--- config.mk ---
export PLATFORM = sky130hd
export DESIGN_NAME = morra_sequencer
export DESIGN_NICKNAME = d
export VERILOG_FILES = /design/src/rtl/morra_sequencer.sv
export SDC_FILE = /design/constraint.sdc
export NUM_CORES = 1
export LEC_CHECK = 0
export BUFFER_PORTS_ARGS = -buffer_cell sky130_fd_sc_hd__buf_2
export CORE_MARGIN = 10
export CORE_UTILIZATION = 30
export DETAILED_ROUTE_END_ITERATION = 10
export SYNTH_ARGS = -nofsm -noshare
export SYNTH_HDL_FRONTEND = slang
export SYNTH_SLANG_ARGS = --single-unit
--- constraint.sdc ---
create_clock -name clk -period 5.66 [get_ports clk]
set_input_delay 0.849 -clock clk [delete_from_list [all_inputs] [get_ports clk]]
set_output_delay 0.849 -clock clk [all_outputs]
set_load 0.1 [all_outputs]
--- src/rtl/morra_sequencer.sv ---
// Match controller for the MorraCinese core: takes a configuration, collects one
// move per player, feeds each manche to the core and tallies the answers.
module morra_sequencer #(
   parameter int MIN_MANCHE = 4,
   parameter int CNT_W      = 5
) (
   input  logic             clk,
   input  logic             rst_n,
   input  logic             CFG_VALID,
   output logic             CFG_READY,
   input  logic [3:0]       CFG_SET,
   input  logic             ABORT,
   input  logic             P1_VALID,
   output logic             P1_READY,
   input  logic [1:0]       P1_MOSSA,
   input  logic             P2_VALID,
   output logic             P2_READY,
   input  logic [1:0]       P2_MOSSA,
   output logic [1:0]       G_PRIMO,
   output logic [1:0]       G_SECONDO,
   output logic             G_INIZIA,
   input  logic [1:0]       G_MANCHE,
   input  logic [1:0]       G_PARTITA,
   output logic             RIS_VALID,
   input  logic             RIS_ACK,
   output logic [1:0]       RIS_PARTITA,
   output logic             RIS_ERR,
   output logic [CNT_W-1:0] CONT1,
   output logic [CNT_W-1:0] CONT2,
   output logic [CNT_W-1:0] CONTP,
   output logic [CNT_W-1:0] CONT_INV
);

   typedef enum logic [2:0] {
      IDLE,
      CONFIG,
      COLLECT,
      PLAY,
      EVAL,
      FLUSH,
      DONE
   } state_t;

   localparam logic [CNT_W-1:0] CNT_MAX = '1;
   localparam int               SUM_W   = CNT_W + 2;

   state_t           state_q, state_d;
   logic [3:0]       cfg_q, cfg_d;
   logic [1:0]       mossa1_q, mossa1_d;
   logic [1:0]       mossa2_q, mossa2_d;
   logic             held1_q, held1_d;
   logic             held2_q, held2_d;
   logic [CNT_W-1:0] cont1_q, cont1_d;
   logic [CNT_W-1:0] cont2_q, cont2_d;
   logic [CNT_W-1:0] contp_q, contp_d;
   logic [CNT_W-1:0] cont_inv_q, cont_inv_d;
   logic [1:0]       ris_partita_q, ris_partita_d;
   logic             ris_err_q, ris_err_d;
   logic [SUM_W-1:0] played_sum;
   logic [SUM_W-1:0] max_manche;
   logic             fire1, fire2;

   function automatic logic [CNT_W-1:0] sat_inc(input logic [CNT_W-1:0] v);
      return (v == CNT_MAX) ? v : v + CNT_W'(1);
   endfunction

   assign max_manche = SUM_W'(MIN_MANCHE) + SUM_W'(cfg_q);
   assign fire1      = P1_VALID & P1_READY;
   assign fire2      = P2_VALID & P2_READY;

   always_comb begin
      state_d       = state_q;
      cfg_d         = cfg_q;
      mossa1_d      = mossa1_q;
      mossa2_d      = mossa2_q;
      held1_d       = held1_q;
      held2_d       = held2_q;
      cont1_d       = cont1_q;
      cont2_d       = cont2_q;
      contp_d       = contp_q;
      cont_inv_d    = cont_inv_q;
      ris_partita_d = ris_partita_q;
      ris_err_d     = ris_err_q;
      played_sum    = '0;
      case (state_q)
         IDLE: begin
            if (CFG_VALID) begin
               cfg_d   = CFG_SET;
               state_d = CONFIG;
            end
         end
         CONFIG: begin
            held1_d       = 1'b0;
            held2_d       = 1'b0;
            cont1_d       = '0;
            cont2_d       = '0;
            contp_d       = '0;
            cont_inv_d    = '0;
            ris_partita_d = 2'b00;
            ris_err_d     = 1'b0;
            state_d       = COLLECT;
         end
         COLLECT: begin
            if (fire1) begin
               mossa1_d = P1_MOSSA;
               held1_d  = 1'b1;
            end
            if (fire2) begin
               mossa2_d = P2_MOSSA;
               held2_d  = 1'b1;
            end
            if (held1_d && held2_d) state_d = PLAY;
         end
         PLAY: begin
            held1_d = 1'b0;
            held2_d = 1'b0;
            state_d = EVAL;
         end
         EVAL: begin
            case (G_MANCHE)
               2'b01:   cont1_d    = sat_inc(cont1_q);
               2'b10:   cont2_d    = sat_inc(cont2_q);
               2'b11:   contp_d    = sat_inc(contp_q);
               default: cont_inv_d = sat_inc(cont_inv_q);
            endcase
            // Overrun is judged on the tallies including this manche.
            played_sum = SUM_W'(cont1_d) + SUM_W'(cont2_d) + SUM_W'(contp_d);
            if (G_PARTITA != 2'b00) begin
               ris_partita_d = G_PARTITA;
               state_d       = FLUSH;
            end else if (played_sum > max_manche) begin
               ris_err_d     = 1'b1;
               ris_partita_d = 2'b00;
               state_d       = FLUSH;
            end else begin
               state_d = COLLECT;
            end
         end
         FLUSH: state_d = DONE;
         DONE: begin
            if (RIS_ACK) state_d = IDLE;
         end
         default: state_d = IDLE;
      endcase
      // Abort overrides everything decided above and replays the latched config.
      if (ABORT && (state_q != IDLE)) begin
         state_d       = CONFIG;
         held1_d       = 1'b0;
         held2_d       = 1'b0;
         cont1_d       = '0;
         cont2_d       = '0;
         contp_d       = '0;
         cont_inv_d    = '0;
         ris_partita_d = 2'b00;
         ris_err_d     = 1'b0;
      end
   end

   always_ff @(posedge clk) begin
      if (!rst_n) begin
         state_q       <= IDLE;
         cfg_q         <= 4'b0000;
         mossa1_q      <= 2'b00;
         mossa2_q      <= 2'b00;
         held1_q       <= 1'b0;
         held2_q       <= 1'b0;
         cont1_q       <= '0;
         cont2_q       <= '0;
         contp_q       <= '0;
         cont_inv_q    <= '0;
         ris_partita_q <= 2'b00;
         ris_err_q     <= 1'b0;
      end else begin
         state_q       <= state_d;
         cfg_q         <= cfg_d;
         mossa1_q      <= mossa1_d;
         mossa2_q      <= mossa2_d;
         held1_q       <= held1_d;
         held2_q       <= held2_d;
         cont1_q       <= cont1_d;
         cont2_q       <= cont2_d;
         contp_q       <= contp_d;
         cont_inv_q    <= cont_inv_d;
         ris_partita_q <= ris_partita_d;
         ris_err_q     <= ris_err_d;
      end
   end

   assign CFG_READY   = (state_q == IDLE);
   assign P1_READY    = (state_q == COLLECT) && !held1_q;
   assign P2_READY    = (state_q == COLLECT) && !held2_q;
   assign G_INIZIA    = (state_q == CONFIG);
   assign G_PRIMO     = (state_q == CONFIG) ? cfg_q[3:2] :
                        (state_q == PLAY)   ? mossa1_q   : 2'b00;
   assign G_SECONDO   = (state_q == CONFIG) ? cfg_q[1:0] :
                        (state_q == PLAY)   ? mossa2_q   : 2'b00;
   assign RIS_VALID   = (state_q == DONE);
   assign RIS_PARTITA = ris_partita_q;
   assign RIS_ERR     = ris_err_q;
   assign CONT1       = cont1_q;
   assign CONT2       = cont2_q;
   assign CONTP       = contp_q;
   assign CONT_INV    = cont_inv_q;

endmodule

==> results.toml, run 1 <==
[outcome]
status = "finished clean"

[detailed_routing]
vias = 2074
topRoutingLayerUsed = "met4"
viasPerCell = 4.96
drtAntennaViolNets = 0
met2_length_microns = 2670
drt-initial-drc-count = 65
wl_per_cell_microns = 14.6
met1_length_microns = 2920
wl_microns = 6110
wl_met3_microns = 483
drtPass1Iterations = 4
drcViolationCount = 0

[final_layout]
fin_nets = 356
drive_gt1_share_pct = 24.1
register_area_sq_um = 721
final_common_cell = "buf_2"
fillCellCount = 804
multiInputGateArea_sq_mm = 0.00156
final_cell_mix = "50 x buf_2, 36 x dfxtp_1, 24 x nand2_1"
final_cell_area_sq_mm = 0.00279
area_delta_synth_final_pct = 16.9
antenna_cells = 0

[floorplan]
top_level_ports = 51
start_util_pct = 30.8
die_x_microns = 109
fp-row-count = 32
die_area_sq_mm = 0.0119
core_sq_mm = 0.00773
die-height_microns = 109

[clocking]
cts_hold_buf = 0
htreeDepth = 2
cts.path.max_buffers = 2
clk_latency_ns = 0.29
cts_inserted_buffers = 5
clkTransAtPathRegs_ns = 0.08
postCtsSetupBuffers = 0
clock_sinks = 36
ctsRootBufferMaster = "clkbuf_8"
ctsResizeCount = 0
cts_tree = "done"

[critical_path]
required_ns = 5.86
critPathCaptureType = "register"
crit_path_start_kind = "input pin"
path_max_fanout = 8
timing_worst_setup_path_type = "input pin to register"
worstPathArrival_ns = 4.44

[worst_hold_path]
hp-class = "register to register"

[timing]
worstMarginPinSlew_ns = 0.712
slew-limit-headroom_pct = 52.5
finClkSkew_ns = 0.00690
maxSlewViolCount = 0
post-route-min-period_ns = 4.24
setup_tns_ns = 0
fmax_mhz = 236
fin_ws_ns = 1.42
timing.final.hold_violations = 0
setup_viol = 0
whs_ns = 0.475
rsz0062_at_grt = "no"
period_share_pct = 74.9

[yosys]
synthCells = 269
synthesis.nets = 310
synth.distinct_cells = 59
synth.avg_cell_area_sq_um = 8.86
synth_area_leaders = "dfxtp_1 30%, ha_1 8.4%, fa_1 5.0%"
synth_edf_count = 0
ys_ff_latch = 36
ys_warn_count = 0
synthFlopType = "dfxtp_1"
seq_area_frac_synth_pct = 30.2
post_synth_instance_area_sq_mm = 0.00238
ys_async_sr_fraction_pct = 0
yosysTopAreaCellShare_pct = 30.2
synth_top_cell_by_area = "dfxtp_1"

[global_route]
grt-ovfl-total = 0
grtUsageTotal_pct = 10.6
grt_pass1_wl_microns = 10300
grt_max_degree = 22
grt_pass1_vias = 2090
antenna_found_initial = 0

[placement]
io_buffers = 50
gp_congestion = 0.826
placed_area_sq_mm = 0.00270
hpwlAfterDp_microns = 4790
dp_slack_ns = 1.08

[pwr]
finalPower_mw = 0.610
power_per_cell_area_mw_per_mm2 = 219
leakage_nw = 1.28
worst_ir_drop_vdd_mv = 0.116

[flow_run]
drv_cap = 0
==> registers in the layout, indices dropped and copies added, names as in the netlist <==
name	cells
CONT2	5
RIS_PARTITA	2
CONT_INV	5
mossa2_q	2
held2_q	1
cfg_q	4
state_q	3
CONT1	5
CONTP	5
held1_q	1
RIS_ERR	1
mossa1_q	2
==> worst max-delay path: stages <==
cell     delay, ns
buf_2         0.17
and2b_1       0.24
o21ai_0       0.21
mux2_2        0.41
fa_1          0.51
ha_1          0.23
fa_1          0.39
xor2_1        0.16
ha_1          0.30
o21ai_0       0.08
a21oi_1       0.06
o31a_1        0.27
or2_1         0.29
o41ai_2       0.28
==> per-stage QoR <==
stage / instances / util (%)
floorplan: 269 / -
global placement: 410 / 34.9
detailed placement: 410 / 34.9
CTS: 418 / 36.1
global route: 418 / 36.1
finish: 418 / 36.1
==> metal layers <==
| layer | vias to the layer above | global-route usage [%] |
|---|---|---|
| li1 | 1066 | - |
| met1 | 948 | 14.0 |
| met2 | 53 | 16.0 |
| met3 | 7 | 3.60 |
| met4 | 0 | 2.82 |
| met5 | - | 0 |
==> synth_stat cells, types with 4 or more instances <==
cell type   n
inv_1       8
buf_2       8
a22oi_1     5
nand2_1    24
fa_1        6
nor3_1      6
xnor2_1     4
and3_1      5
a31oi_1     5
mux2i_1    10
nand3_1    10
ha_1       16
nor2_1     23
a21oi_1    21
nand4_1     4
a21boi_0    4
dfxtp_1    36
nor2b_1     6
xor2_1      5
o21ai_0     5
==> cells by family (layout without fill, tap and decap cells) <==
| logic type | Yosys count | after routing | synth area share [%] |
|---|---|---|---|
| simple gates | 105 | 105 | 24.5 |
| xor+xnor | 9 | 9 | 3.31 |
| fa+ha+maj | 22 | 22 | 13.4 |
| compound gates | 62 | 62 | 18.0 |
| mux | 14 | 14 | 6.25 |
| buf+inv | 21 | 68 | 4.36 |
| flops | 36 | 36 | 30.2 |
==> worst paths after layout <==
| kind | start | endpoint | slack (ns) | depth (start not counted) |
|---|---|---|---|---|
| max | G_MANCHE[1] | RIS_PARTITA[0] | 1.42 | 14 |
| min | mossa2_q[0] | mossa2_q[0] | 0.47 | 2 |
| min reg2reg | mossa2_q[0] | mossa2_q[0] | 0.47 | 2 |
| max reg2reg | CONT1[0] | RIS_PARTITA[0] | 1.43 | 14 |
==> report_power, final <==
group,internal [mW],switching (mW),leakage (nW)
clock,0.0857,0.0957,0.0479
combinational,0.0427,0.110,0.943
sequential,0.260,0.0160,0.291
==> cell type report <==
cell class	count	share of cell area (%)
timing repair buffer	51	9.25
clock buffer	5	2.47
tap	102	4.58
inverter	9	1.21
clock inverter	3	0.674
sequential	36	25.9
multi-input combinational	212	55.9
(Power assumes the default switching activity.)
==> inputs of run 2 (changes only) <==
clock period = 4.2 ns   (was 5.66 ns; I/O delays follow)
==> run 2 against run 1 <==
  * Setup slack lost 1.1 ns
  * Register-to-register slack worse by 1.1 ns
  * Critical path depth unchanged
  * First-iteration DRC count up 68%
  * Die area unchanged
  * Critical endpoint unchanged
  * Largest cell class unchanged
  * Core utilization is 0.70 points higher
  * Hold slack worse by 0.0040 ns
  * Via count rose by 5.5%
==> results.toml, run 2 (synthesis gave the netlist of run 1 again) <==
[critical_path]
critPathCaptureType = "register"
timing_worst_setup_path_type = "input pin to register"
required_ns = 4.39
path_max_fanout = 5
cpPeakStageDelay_ns = 0.50
worstPathArrival_ns = 4.10
crit_path_start_kind = "input pin"
critical-path-slowest-cell = "fa_1"
crit_chain = "buf_2, and2b_1, and2_4, mux2_4, fa_1, ha_1, fa_1, xor2_1, ha_1, o21ai_0, a21oi_1, o31a_1, or2_1, o41ai_2"

[pwr]
leakage_nw = 1.31
worst_ir_drop_vdd_mv = 0.137
power_per_cell_area_mw_per_mm2 = 293

[final_layout]
final_cell_mix = "50 x buf_2, 24 x nand2_1, 23 x dfxtp_1, 23 x nor2_1, 21 x a21oi_1"
area_delta_synth_final_pct = 19.2
antenna_cells = 0
drive_gt1_share_pct = 28.4
fin_nets = 360
final_core_util_pct = 36.8
fin_cells = 422
final_common_cell = "buf_2"

[detailed_routing]
wl_microns = 6280
drt-initial-drc-count = 109
drcViolationCount = 0
viasPerCell = 5.18
wl_per_cell_microns = 14.9
drtPass1Iterations = 4
vias = 2188
drtAntennaViolNets = 0

[clocking]
cts_hold_buf = 0
cts.path.max_buffers = 2
clkTransAtPathRegs_ns = 0.07
cts_tree = "done"
postCtsSetupBuffers = 0
cts_inserted_buffers = 5
ctsRootBufferMaster = "clkbuf_8"
htreeDepth = 2
clock_sinks = 36
clk_latency_ns = 0.28
ctsResizeCount = 0

[global_route]
antenna_found_initial = 0
grt_max_degree = 20
use_met1_pct = 13.0
grt_pass1_wl_microns = 10200
gr-max-usage-layer = "met2"
grt_pass1_vias = 2125
grt-ovfl-total = 0
grtUsageTotal_pct = 10.3
grt_use_met2_pct = 17.0
use_met3_pct = 3.13

[flow_run]
drv_cap = 0

[placement]
io_buffers = 50
hpwlAfterDp_microns = 4930
dp_cells = 414
gp_congestion = 0.784

[floorplan]
start_util_pct = 30.8
die_area_sq_mm = 0.0119
die_x_microns = 109
top_level_ports = 51
die-height_microns = 109
core_sq_mm = 0.00773
fp-row-count = 32

[timing]
maxSlewViolCount = 0
finClkSkew_ns = 0.00301
fmax_mhz = 256
period_share_pct = 93.0
post-route-min-period_ns = 3.90
rsz0062_at_grt = "no"
setup_viol = 0
worstMarginPinSlew_ns = 0.666
timing.final.hold_violations = 0
slew-limit-headroom_pct = 55.5

[outcome]
status = "finished clean"

[worst_hold_path]
hp-class = "register to register"
==> run 2: cell count changes in the layout (fill, tap and decap cells not counted), sizes merged <==
cell and delta:
clkinv -3, clkbuf +3, buf +4
==> run 2: worst paths after layout <==
path | from | to | slack (ns) | cells past startpoint
max | G_MANCHE[0] | RIS_PARTITA[0] | 0.30 | 14
min | mossa1_q[1] | mossa1_q[1] | 0.47 | 2
max reg2reg | CONT1[0] | RIS_PARTITA[0] | 0.30 | 14
min reg2reg | mossa1_q[1] | mossa1_q[1] | 0.47 | 2
==> run 2: area by class of cell <==
class,instances,area [sq um]
flip-flops and latches,36,742
clock buffers,8,90.1
inverters,9,33.8
well taps,102,128
fillers,797,4890
repair buffers,55,288
multi-input cells,212,1560
==> run 2: metrics by stage <==
step	setup TNS, ns	hold slack [ns]	total power [mW]	instance area [sq um]	setup WS (ns)
after floorplan	0	0.443	0.541	2400	0.00917
after global placement	0	0.456	0.586	2750	0.0833
after detailed placement	-0.00196	0.471	0.588	2750	-0.00196
after CTS	0	0.481	0.844	2840	0.205
after global routing	0	0.521	0.878	2840	0.0727
final	0	0.471	0.832	2840	0.296
==> run 2: power breakdown <==
part           switching [mW]  total [mW]  internal, mW
registers              0.0211       0.371         0.350
clock network           0.119       0.253         0.134
logic                   0.148       0.208        0.0598
==> run 2: metal layers <==
metal,share of wire (%),up-vias
met5,0,-
met4,0.84,0
met3,7.2,6
met2,46,52
met1,46,1054
li1,-,1076
==> run 2: worst max-delay path, delay by kind of cell <==
kind                     cells  cell delay [ns]
AND/OR/NAND/NOR              3             0.77
buffers and inverters        1             0.12
XOR/XNOR                     1             0.16
multiplexers                 1             0.31
adder cells (fa/ha/maj)      4             1.43
AO/OA/AOI/OAI                4             0.67
==> inputs of run 3 (changes only) <==
CORE_ASPECT_RATIO = 1.4   (was default)
clock period = 3.7 ns   (was 4.2 ns; I/O delays follow)
==> run 3 against run 2 <==
  * Count of clock-buffer cells in the layout decreased by 1
  * Cell count increased by 2.4%
  * Critical endpoint is now RIS_ERR
  * Setup slack got worse by 0.23 ns
  * Largest power group unchanged
  * Flip-flop and latch count unchanged
  * Core utilization increased by 2.4 points
  * Power increased by 12%
  * Sequential share of layout area decreased by 0.69 points
  * Final area increased by 6.9%
  * Clock skew increased by 0.0073 ns
  * Clock power increased by 7%
  * Die area increased by 0.43%
==> results.toml, run 3 (synthesis gave the netlist of run 1 again) <==
[detailed_routing]
met2_length_microns = 3300
wl_microns = 6560
drt-initial-drc-count = 63
drtPass1Iterations = 4
wl_met3_microns = 495
viasPerCell = 5.11
vias = 2206
drtAntennaViolNets = 0
wl_per_cell_microns = 15.2
met1_length_microns = 2600
drcViolationCount = 0
topRoutingLayerUsed = "met4"

[clocking]
ctsRootBufferMaster = "clkbuf_8"
clk_latency_ns = 0.29
htreeDepth = 2
cts.path.max_buffers = 2
cts_tree = "done"
clkTransAtPathRegs_ns = 0.07
clock_sinks = 36
cts_inserted_buffers = 5

[placement]
gp_congestion = 0.805
dp_cells = 423
dp_slack_ns = -0.232
placed_area_sq_mm = 0.00292
hpwlAfterDp_microns = 5290
io_buffers = 50

[floorplan]
die_area_sq_mm = 0.0120
fp-row-count = 38
core_sq_mm = 0.00775
top_level_ports = 51
start_util_pct = 30.8
die_x_microns = 95.3
die-height_microns = 125

[critical_path]
reg2reg_to = "RIS_ERR"
timing_worst_setup_path_type = "register to register"
critPathCaptureType = "register"
ff2ff_setup_slack_ns = 0.07
path_max_fanout = 3
r2r_cells = 13
required_ns = 3.88
crit_path_start_kind = "register"
worstPathArrival_ns = 3.81
rr_startpoint = "CONTP[0]"

[final_layout]
drive_gt1_share_pct = 34.6
fin_cells = 432
area_delta_synth_final_pct = 27.3
final_cell_mix = "50 x buf_2, 24 x nand2_1, 23 x nor2_1"
final_cell_area_sq_mm = 0.00304
fin_nets = 372
antenna_cells = 0
final_common_cell = "buf_2"

[timing]
maxSlewViolCount = 0
fin_ws_ns = 0.0709
timing.final.hold_violations = 0
post-route-min-period_ns = 3.63
setup_viol = 0
setup_tns_ns = 0
finClkSkew_ns = 0.0103
slew-limit-headroom_pct = 53.0
rsz0062_at_grt = "yes"
period_share_pct = 98.1
fmax_mhz = 276
worstMarginPinSlew_ns = 0.704

[global_route]
antenna_found_initial = 0
grt_pass1_vias = 2263
grt_pass1_wl_microns = 10900
grt_max_degree = 22
grt-ovfl-total = 0
grtUsageTotal_pct = 11.1

[worst_hold_path]
hold-path-endpoint = "mossa2_q[1]"
hp-class = "register to register"
hold_start = "mossa2_q[1]"
hold_path_depth = 2

[flow_run]
drv_cap = 0

[outcome]
status = "finished clean"

[pwr]
power_per_cell_area_mw_per_mm2 = 306
leakage_nw = 1.36
worst_ir_drop_vdd_mv = 0.178
finalPower_mw = 0.929
## run 3: worst max-delay path by stage
stage                start        endpoint  slack, ns  cells past startpoint
5_1_grt           CONT2[0]         RIS_ERR      -0.09                     14
2_1_floorplan     CONT2[0]  RIS_PARTITA[0]      -0.05                     14
3_5_place_dp   G_MANCHE[0]  RIS_PARTITA[0]      -0.23                     14
4_1_cts           CONTP[0]  RIS_PARTITA[0]      0.007                     14
3_3_place_gp   G_MANCHE[0]  RIS_PARTITA[0]      -0.18                     14
6_report          CONTP[0]         RIS_ERR       0.07                     13
## run 3: critical path, stage by stage, from the launching register on
cell and delay, ns:
dfxtp_4 0.35, ha_4 0.15, nand4_1 0.10, and3_4 0.20, mux2_4 0.33, fa_1 0.47, ha_2 0.21, fa_2 0.55
ha_4 0.20, o21ai_1 0.11, a21oi_1 0.05, o31a_1 0.30, or2_4 0.28, a32o_1 0.22
## run 3: layout make-up
cell class,count,area (sq um)
timing repair buffer,67,378
clock buffer,7,76.3
sequential,36,772
inverter,9,33.8
multi-input combinational,212,1650
fill,814,4710
tap,100,125
clock inverter,1,5.00
## run 3: per-layer routing
metal	vias up	global-route usage, %
met2	50	19.6
met3	12	3.53
met4	0	4.33
li1	1097	-
met1	1047	11.7
met5	-	0
## run 3: report_power, final
group / internal [mW] / leakage (nW) / total (mW) / switching, mW
registers: 0.389 / 0.303 / 0.414 / 0.0250
logic: 0.0738 / 1.01 / 0.244 / 0.170
clock network: 0.132 / 0.0422 / 0.271 / 0.139
total: 0.595 / 1.36 / 0.929 / 0.334
## run 3: through the flow
stage          hold WS [ns]  util [%]
6_report              0.471      39.2
5_1_grt               0.498      39.2
4_1_cts               0.474      38.8
3_5_place_dp          0.465      37.7
3_3_place_gp          0.456      37.7
2_1_floorplan         0.443         -
## run 3: timing repair
item                       CTS  global route
hold buffers                 0             0
setup buffers                0             1
resized for setup            0             5
setup endpoints to repair    0             6
